[config.mk]
export PLATFORM = sky130hd
export DESIGN_NAME = axi4_stream_sc_pkt_fifo_flat
export DESIGN_NICKNAME = d
export VERILOG_FILES = /design/src/rtl/axi4_stream_sc_pkt_fifo_if.sv /design/src/rtl/axi4_stream_sc_pkt_fifo.sv /design/src/flat_wrapper.sv
export SDC_FILE = /design/constraint.sdc
export NUM_CORES = 2
export LEC_CHECK = 0
export CAP_MARGIN = 20
export CORE_MARGIN = 3
export CORE_UTILIZATION = 55
export CTS_CLUSTER_DIAMETER = 40
export CTS_CLUSTER_SIZE = 14
export DETAILED_ROUTE_END_ITERATION = 16
export HOLD_SLACK_MARGIN = 0.03
export PLACE_DENSITY = 0.71
export SLEW_MARGIN = 0
export SYNTH_ARGS = -nofsm -noshare
export SYNTH_HDL_FRONTEND = slang
export SYNTH_SLANG_ARGS = --single-unit
[constraint.sdc]
create_clock -name clk_i -period 6.6 [get_ports clk_i]
set_clock_uncertainty 0.2 [all_clocks]
set_input_delay 1.32 -clock clk_i [delete_from_list [all_inputs] [get_ports clk_i]]
set_output_delay 1.32 -clock clk_i [all_outputs]
set_load 0.01 [all_outputs]
[src/rtl/axi4_stream_sc_pkt_fifo_if.sv]
// rtl/axi4_stream_sc_pkt_fifo_if.sv - AXI4-Stream bundle with master/slave modports
interface axi4_stream_if #(
  parameter int DATA_WIDTH = 32,
  parameter int USER_WIDTH = 1,
  parameter int DEST_WIDTH = 1,
  parameter int ID_WIDTH   = 1
);
  logic [DATA_WIDTH-1:0]   tdata;
  logic [DATA_WIDTH/8-1:0] tstrb;
  logic [DATA_WIDTH/8-1:0] tkeep;
  logic                    tlast;
  logic [USER_WIDTH-1:0]   tuser;
  logic [DEST_WIDTH-1:0]   tdest;
  logic [ID_WIDTH-1:0]     tid;
  logic                    tvalid;
  logic                    tready;

  modport master (output tdata, tstrb, tkeep, tlast, tuser, tdest, tid, tvalid,
                  input  tready);
  modport slave  (input  tdata, tstrb, tkeep, tlast, tuser, tdest, tid, tvalid,
                  output tready);
endinterface

[src/rtl/axi4_stream_sc_pkt_fifo.sv]
// rtl/axi4_stream_sc_pkt_fifo.sv - single-clock AXI4-Stream packet FIFO
// Store-and-forward or cut-through, with overflow / error packet drop and statistics.
module axi4_stream_sc_pkt_fifo #(
  parameter int BUFFER_DEPTH       = 64,
  parameter int DATA_WIDTH         = 32,
  parameter int USER_WIDTH         = 1,
  parameter int DEST_WIDTH         = 1,
  parameter int ID_WIDTH           = 1,
  parameter bit STORE_AND_FORWARD  = 1'b1,
  parameter bit ALLOW_BACKPRESSURE = 1'b0,
  parameter bit DROP_ON_ERROR      = 1'b0,
  parameter int ALMOST_FULL_LVL    = BUFFER_DEPTH - 8
) (
  input  logic                            clk_i,
  input  logic                            rst_i,
  axi4_stream_if.slave                    pkt_i,
  axi4_stream_if.master                   pkt_o,
  output logic [$clog2(BUFFER_DEPTH):0]   used_words_o,
  output logic [$clog2(BUFFER_DEPTH):0]   pkts_o,
  output logic                            almost_full_o,
  output logic                            drop_pulse_o,
  output logic [31:0]                     drop_cnt_o
);
  localparam int AW = $clog2(BUFFER_DEPTH);
  localparam int KW = DATA_WIDTH / 8;
  localparam int WW = DATA_WIDTH + 2 * KW + 1 + USER_WIDTH + DEST_WIDTH + ID_WIDTH;
  localparam bit DROP_MODE = STORE_AND_FORWARD && !ALLOW_BACKPRESSURE;
  localparam bit ERR_MODE  = STORE_AND_FORWARD && DROP_ON_ERROR;
  localparam logic [AW:0] DEPTH_C = (AW + 1)'(BUFFER_DEPTH);
  localparam logic [AW:0] AF_LVL  = (AW + 1)'(ALMOST_FULL_LVL);
  localparam logic [AW:0] PTR_ONE = (AW + 1)'(1);

  if (!STORE_AND_FORWARD && !ALLOW_BACKPRESSURE) begin : g_illegal_cfg
    $error("axi4_stream_sc_pkt_fifo: cut-through requires ALLOW_BACKPRESSURE=1");
  end

  typedef enum logic {ST_ACCEPT, ST_DROP} state_t;
  state_t state_q, state_d;

  logic [AW:0]   wr_ptr, commit_ptr, rd_ptr;
  logic [WW-1:0] mem [BUFFER_DEPTH];
  logic [WW-1:0] in_word, ram_q, out_q;
  logic          s1_v, out_v;
  logic          full, in_hs, out_hs, out_last_hs, err_beat;
  logic          wr_en, commit, rewind, avail, rd_req, out_load;
  logic [AW:0]   rewind_cnt, used_d;

  assign full         = used_words_o == DEPTH_C;
  assign pkt_i.tready = ALLOW_BACKPRESSURE ? !full : 1'b1;
  assign in_hs        = pkt_i.tvalid && pkt_i.tready;
  assign err_beat     = ERR_MODE && pkt_i.tlast && pkt_i.tuser[0];
  assign in_word      = {pkt_i.tdata, pkt_i.tstrb, pkt_i.tkeep, pkt_i.tlast,
                         pkt_i.tuser, pkt_i.tdest, pkt_i.tid};

  // Overflow is judged on the registered count, so a same-cycle read does not rescue the beat.
  always_comb begin
    state_d = state_q;
    wr_en   = 1'b0;
    commit  = 1'b0;
    rewind  = 1'b0;
    if (in_hs) begin
      unique case (state_q)
        ST_ACCEPT: begin
          if (DROP_MODE && full) begin
            rewind = 1'b1;
            if (!pkt_i.tlast) state_d = ST_DROP;
          end else if (err_beat) begin
            rewind = 1'b1;
          end else begin
            wr_en  = 1'b1;
            commit = pkt_i.tlast;
          end
        end
        ST_DROP: begin
          if (pkt_i.tlast) state_d = ST_ACCEPT;
        end
      endcase
    end
  end

  assign rewind_cnt  = rewind ? (wr_ptr - commit_ptr) : '0;
  assign used_d      = used_words_o + {{AW{1'b0}}, wr_en} - {{AW{1'b0}}, out_hs} - rewind_cnt;
  assign avail       = STORE_AND_FORWARD ? (rd_ptr != commit_ptr) : (rd_ptr != wr_ptr);
  assign out_hs      = out_v && pkt_o.tready;
  assign out_last_hs = out_hs && pkt_o.tlast;
  // Two-stage read pipeline: RAM read register, then the output register.
  assign out_load    = s1_v && (!out_v || out_hs);
  assign rd_req      = avail && (!s1_v || out_load);

  always_ff @(posedge clk_i) begin
    if (wr_en)  mem[wr_ptr[AW-1:0]] <= in_word;
    if (rd_req) ram_q <= mem[rd_ptr[AW-1:0]];
  end

  always_ff @(posedge clk_i or posedge rst_i) begin
    if (rst_i) begin
      state_q       <= ST_ACCEPT;
      wr_ptr        <= '0;
      commit_ptr    <= '0;
      rd_ptr        <= '0;
      s1_v          <= 1'b0;
      out_v         <= 1'b0;
      out_q         <= '0;
      used_words_o  <= '0;
      pkts_o        <= '0;
      almost_full_o <= 1'b0;
      drop_pulse_o  <= 1'b0;
      drop_cnt_o    <= '0;
    end else begin
      state_q <= state_d;
      if (rewind)     wr_ptr <= commit_ptr;
      else if (wr_en) wr_ptr <= wr_ptr + PTR_ONE;
      if (commit)     commit_ptr <= wr_ptr + PTR_ONE;
      if (rd_req)     rd_ptr <= rd_ptr + PTR_ONE;

      if (rd_req)        s1_v <= 1'b1;
      else if (out_load) s1_v <= 1'b0;
      if (out_load) begin
        out_q <= ram_q;
        out_v <= 1'b1;
      end else if (out_hs) begin
        out_v <= 1'b0;
      end

      used_words_o  <= used_d;
      almost_full_o <= used_d >= AF_LVL;
      unique case ({commit, out_last_hs})
        2'b10:   pkts_o <= pkts_o + PTR_ONE;
        2'b01:   pkts_o <= pkts_o - PTR_ONE;
        default: pkts_o <= pkts_o;
      endcase
      drop_pulse_o <= rewind;
      if (rewind && !(&drop_cnt_o)) drop_cnt_o <= drop_cnt_o + 32'd1;
    end
  end

  assign pkt_o.tvalid = out_v;
  assign {pkt_o.tdata, pkt_o.tstrb, pkt_o.tkeep, pkt_o.tlast,
          pkt_o.tuser, pkt_o.tdest, pkt_o.tid} = out_q;
endmodule
[src/flat_wrapper.sv]
// flat-port wrapper written by rule: the top's interface ports become plain ports
module axi4_stream_sc_pkt_fifo_flat 
#(
  parameter int BUFFER_DEPTH       = 64,
  parameter int DATA_WIDTH         = 32,
  parameter int USER_WIDTH         = 1,
  parameter int DEST_WIDTH         = 1,
  parameter int ID_WIDTH           = 1,
  parameter bit STORE_AND_FORWARD  = 1'b1,
  parameter bit ALLOW_BACKPRESSURE = 1'b0,
  parameter bit DROP_ON_ERROR      = 1'b0,
  parameter int ALMOST_FULL_LVL    = BUFFER_DEPTH - 8
)
  (clk_i, rst_i, used_words_o, pkts_o, almost_full_o, drop_pulse_o, drop_cnt_o, pkt_i_tdata, pkt_i_tstrb, pkt_i_tkeep, pkt_i_tlast, pkt_i_tuser, pkt_i_tdest, pkt_i_tid, pkt_i_tvalid, pkt_i_tready, pkt_o_tdata, pkt_o_tstrb, pkt_o_tkeep, pkt_o_tlast, pkt_o_tuser, pkt_o_tdest, pkt_o_tid, pkt_o_tvalid, pkt_o_tready);
  axi4_stream_if #(.DATA_WIDTH(DATA_WIDTH), .USER_WIDTH(USER_WIDTH), .DEST_WIDTH(DEST_WIDTH), .ID_WIDTH(ID_WIDTH)) pkt_i_i ();
  axi4_stream_if #(.DATA_WIDTH(DATA_WIDTH), .USER_WIDTH(USER_WIDTH), .DEST_WIDTH(DEST_WIDTH), .ID_WIDTH(ID_WIDTH)) pkt_o_i ();
  input  logic clk_i;
  input  logic rst_i;
  output logic [$clog2(BUFFER_DEPTH):0] used_words_o;
  output logic [$clog2(BUFFER_DEPTH):0] pkts_o;
  output logic almost_full_o;
  output logic drop_pulse_o;
  output logic [31:0] drop_cnt_o;
  input wire logic [$bits(pkt_i_i.tdata)-1:0] pkt_i_tdata;
  input wire logic [$bits(pkt_i_i.tstrb)-1:0] pkt_i_tstrb;
  input wire logic [$bits(pkt_i_i.tkeep)-1:0] pkt_i_tkeep;
  input wire logic [$bits(pkt_i_i.tlast)-1:0] pkt_i_tlast;
  input wire logic [$bits(pkt_i_i.tuser)-1:0] pkt_i_tuser;
  input wire logic [$bits(pkt_i_i.tdest)-1:0] pkt_i_tdest;
  input wire logic [$bits(pkt_i_i.tid)-1:0] pkt_i_tid;
  input wire logic [$bits(pkt_i_i.tvalid)-1:0] pkt_i_tvalid;
  output wire logic [$bits(pkt_i_i.tready)-1:0] pkt_i_tready;
  output wire logic [$bits(pkt_o_i.tdata)-1:0] pkt_o_tdata;
  output wire logic [$bits(pkt_o_i.tstrb)-1:0] pkt_o_tstrb;
  output wire logic [$bits(pkt_o_i.tkeep)-1:0] pkt_o_tkeep;
  output wire logic [$bits(pkt_o_i.tlast)-1:0] pkt_o_tlast;
  output wire logic [$bits(pkt_o_i.tuser)-1:0] pkt_o_tuser;
  output wire logic [$bits(pkt_o_i.tdest)-1:0] pkt_o_tdest;
  output wire logic [$bits(pkt_o_i.tid)-1:0] pkt_o_tid;
  output wire logic [$bits(pkt_o_i.tvalid)-1:0] pkt_o_tvalid;
  input wire logic [$bits(pkt_o_i.tready)-1:0] pkt_o_tready;
  assign pkt_i_i.tdata = pkt_i_tdata;
  assign pkt_i_i.tstrb = pkt_i_tstrb;
  assign pkt_i_i.tkeep = pkt_i_tkeep;
  assign pkt_i_i.tlast = pkt_i_tlast;
  assign pkt_i_i.tuser = pkt_i_tuser;
  assign pkt_i_i.tdest = pkt_i_tdest;
  assign pkt_i_i.tid = pkt_i_tid;
  assign pkt_i_i.tvalid = pkt_i_tvalid;
  assign pkt_i_tready = pkt_i_i.tready;
  assign pkt_o_tdata = pkt_o_i.tdata;
  assign pkt_o_tstrb = pkt_o_i.tstrb;
  assign pkt_o_tkeep = pkt_o_i.tkeep;
  assign pkt_o_tlast = pkt_o_i.tlast;
  assign pkt_o_tuser = pkt_o_i.tuser;
  assign pkt_o_tdest = pkt_o_i.tdest;
  assign pkt_o_tid = pkt_o_i.tid;
  assign pkt_o_tvalid = pkt_o_i.tvalid;
  assign pkt_o_i.tready = pkt_o_tready;
  axi4_stream_sc_pkt_fifo #(.BUFFER_DEPTH(BUFFER_DEPTH), .DATA_WIDTH(DATA_WIDTH), .USER_WIDTH(USER_WIDTH), .DEST_WIDTH(DEST_WIDTH), .ID_WIDTH(ID_WIDTH), .STORE_AND_FORWARD(STORE_AND_FORWARD), .ALLOW_BACKPRESSURE(ALLOW_BACKPRESSURE), .DROP_ON_ERROR(DROP_ON_ERROR), .ALMOST_FULL_LVL(ALMOST_FULL_LVL)) u_core (.clk_i(clk_i), .rst_i(rst_i), .pkt_i(pkt_i_i), .pkt_o(pkt_o_i), .used_words_o(used_words_o), .pkts_o(pkts_o), .almost_full_o(almost_full_o), .drop_pulse_o(drop_pulse_o), .drop_cnt_o(drop_cnt_o));
endmodule
==> flow_summary.json <==
{
  "crit_path_end_kind": "register",
  "post_cts_resized": 0,
  "ios": 142,
  "wirelength_um": 313000,
  "synth_seq_area_share_pct": 77.6,
  "die_w_um": 462,
  "power_mw": 60.6,
  "setup_viol": 0,
  "finalNonFillerCells": 8676,
  "critPathSlowestCell": "nor4_1",
  "gp_congestion": 0.868,
  "root_buffer": "clkbuf_16",
  "required_ps": 7280,
  "fin_util_pct": 64.8,
  "drt_pass1_iterations": 5,
  "regArea_sq_um": 88800,
  "synth_compound_area_share_pct": 2.27,
  "drc": 0,
  "start_util_pct": 55.6,
  "layout.nets": 5671,
  "grt_pass1_wl_um": 443000,
  "synthDominantCellAreaShare_pct": 75.0,
  "num_rows": 166,
  "die_area_sq_um": 214000,
  "cp.arrival_ps": 5300,
  "r2r-start": "u_core.used_words_o[2]$_DFF_PP0_",
  "syn-cell-area_sq_um": 114000,
  "synth_edf_count": 2860,
  "synth_xor_area_share_pct": 0.467,
  "cts_tree": "yes",
  "grt_usage_pct": 29.7,
  "hpwl_um": 180000,
  "yosys_most_used_dff": "edfxtp_1",
  "wl_per_cell_um": 36.0,
  "clockBufferDepth": 4,
  "drtIter0Drc": 9258,
  "grt_pass1_vias": 57500,
  "syn_inst": 5111,
  "synth.most_common_cell": "edfxtp_1",
  "overflow": 0,
  "htreeDepth": 5,
  "min_period_ps": 4620,
  "leakage_nw": 43.2,
  "grt_antenna_before_repair": 19,
  "multi_input_area_sq_um": 24600,
  "synth_commonest_cells": "2860 x edfxtp_1, 720 x mux4_2, 171 x mux2i_1",
  "clock.fmax_ghz": 0.216,
  "path_max_fanout": 14,
  "min_period_over_period_pct": 70.0,
  "crit_chain": "nor4_1 -> nand2_1 -> nand2_1 -> inv_1 -> nand2_1 -> ha_1 -> ha_1 -> nor2b_1 -> o21ai_0 -> a21boi_0 -> or4_1 -> nand3_1 -> xor2_1",
  "clock_sinks": 2976,
  "worst_slack_ps": 1980,
  "cts_buffers": 387,
  "fillers": 13000,
  "peakVddDrop_uv": 441,
  "grt_max_degree": 104,
  "finalHoldViolCount": 0,
  "synth_top_area_cell": "edfxtp_1",
  "min_from": "u_core.pkts_o[6]$_DFFE_PP0P_",
  "hold_path_class": "register to register",
  "viasPerCell": 6.72,
  "drv_cap": 0,
  "core_area_sq_um": 206000,
  "clock_latency_ps": 950,
  "ant_nets": 0,
  "synth_nets": 5192,
  "synthSimpleGateAreaFrac_pct": 1.67,
  "pre_cts_slack_ps": 1260,
  "clkTransAtPathRegs_ps": 50,
  "ys_warn_count": 0,
  "vias": 58300,
  "hold_buffers": 0,
  "relSlewSlack_pct": 22.0,
  "powerDensity_nw_per_um2": 454,
  "synth.distinct_cells": 69,
  "slowest_delay_ps": 520,
  "area_delta_synth_final_pct": 16.6,
  "die_h_um": 462,
  "tightest_slew_ps": 1160,
  "syn_avg_cell_area_sq_um": 22.4,
  "status": "finished, final reports clean",
  "synth.area.mux_share_pct": 16.2,
  "layout-drive-gt1-share_pct": 30.2,
  "rsz0062_at_grt": "no",
  "slew_violations": 0,
  "worst_setup_path_start_kind": "register",
  "ys_ff_latch": 2976,
  "cpMostUsedCell": "nand2_1",
  "setup_tns_ps": 0,
  "port_buffers": 140,
  "synthArstFlopShare_pct": 3.90,
  "synth_fa_ha_area_share_pct": 0.393,
  "synthTopCellsByArea": "edfxtp_1 75%, mux4_2 14%, dfrtp_1 2.5%",
  "dp_cells": 7969,
  "synth_top_family_by_area": "multiplexers",
  "worstSetupPathType": "register to register",
  "post_cts_buffers": 0,
  "startpoint": "u_core.used_words_o[2]$_DFF_PP0_"
}
-- sequential cells by signal, indices dropped and copies added (netlist names), 32 cells and up --
| name | flops |
|---|---|
| u_core.mem | 2816 |
| u_core.drop_cnt_o | 32 |
| u_core.ram_q | 44 |
| u_core.out_q | 44 |
-- power breakdown --
part           internal (mW)  leakage [nW]  total [mW]  switching (mW)
Sequential              21.9          27.2        22.6           0.759
Combinational           6.84          9.73        17.0            10.1
Clock                   12.6          6.27        21.0            8.45
-- cell usage in the layout (no fill, tap or decap), types with 48 or more instances in the layout --
| cell type | count |
|---|---|
| nor2_4 | 69 |
| clkbuf_16 | 394 |
| inv_1 | 48 |
| buf_4 | 176 |
| mux4_2 | 720 |
| a21oi_1 | 72 |
| mux2i_1 | 171 |
| dfrtp_1 | 111 |
| inv_6 | 65 |
| a22oi_1 | 64 |
| clkdlybuf4s50_1 | 96 |
| mux2_2 | 56 |
| nand3_1 | 55 |
| edfxtp_1 | 2860 |
| nand2_1 | 100 |
-- logic make-up (layout without fill, tap and decap cells) --
group,count (synthesis),after routing
AO/OA/AOI/OAI,369,369
XOR/XNOR,61,61
adder cells (fa/ha/maj),33,33
buffers and inverters,325,1111
flip-flops,2976,2976
multiplexers,947,947
other,1,8
AND/OR/NAND/NOR,399,399
-- cell type report --
class | instances | area share, %
Inverter | 59 | 0.175
Clock buffer | 416 | 7.47
Clock inverter | 280 | 2.28
Tap cell | 2772 | 2.60
Timing Repair Buffer | 356 | 2.48
Multi-Input combinational cell | 1810 | 18.4
Sequential cell | 2976 | 66.5
Antenna cell | 7 | 0.0131
-- layer usage --
metal | routed length (um) | GRT usage (%)
met5 | 30 | 0
met4 | 11200 | 9.85
met1 | 115000 | 42.7
met3 | 42100 | 8.83
met2 | 144000 | 44.3
-- through the flow --
stage,hold WS (ps),area [sq um]
floorplan,255,114000
global placement,260,120000
global route,289,133000
detailed placement,262,120000
CTS,272,133000
finish,265,133000
-- worst max-delay path, delay by kind of cell, from the launching register on --
kind | cells | cell delay [ps]
buffers and inverters | 1 | 190
XOR/XNOR | 1 | 150
AND/OR/NAND/NOR | 7 | 2470
adder cells (fa/ha/maj) | 2 | 770
AO/OA/AOI/OAI | 2 | 360
flip-flops | 1 | 400
-- path summary, 6_finish.rpt --
check,end,slack [ps],cells past startpoint
worst max-delay path,u_core.pkts_o[6]$_DFFE_PP0P_,1980,13
worst max register to register,u_core.pkts_o[6]$_DFFE_PP0P_,1980,13
worst min-delay path,u_core.pkts_o[6]$_DFFE_PP0P_,270,1
min in group asynchronous,u_core.out_q[30]$_DFFE_PP0P_,690,2
max in group asynchronous,u_core.pkts_o[0]$_DFFE_PP0P_,4620,3
worst min register to register,u_core.pkts_o[6]$_DFFE_PP0P_,270,1
Power figures use the tool's default switching activity.
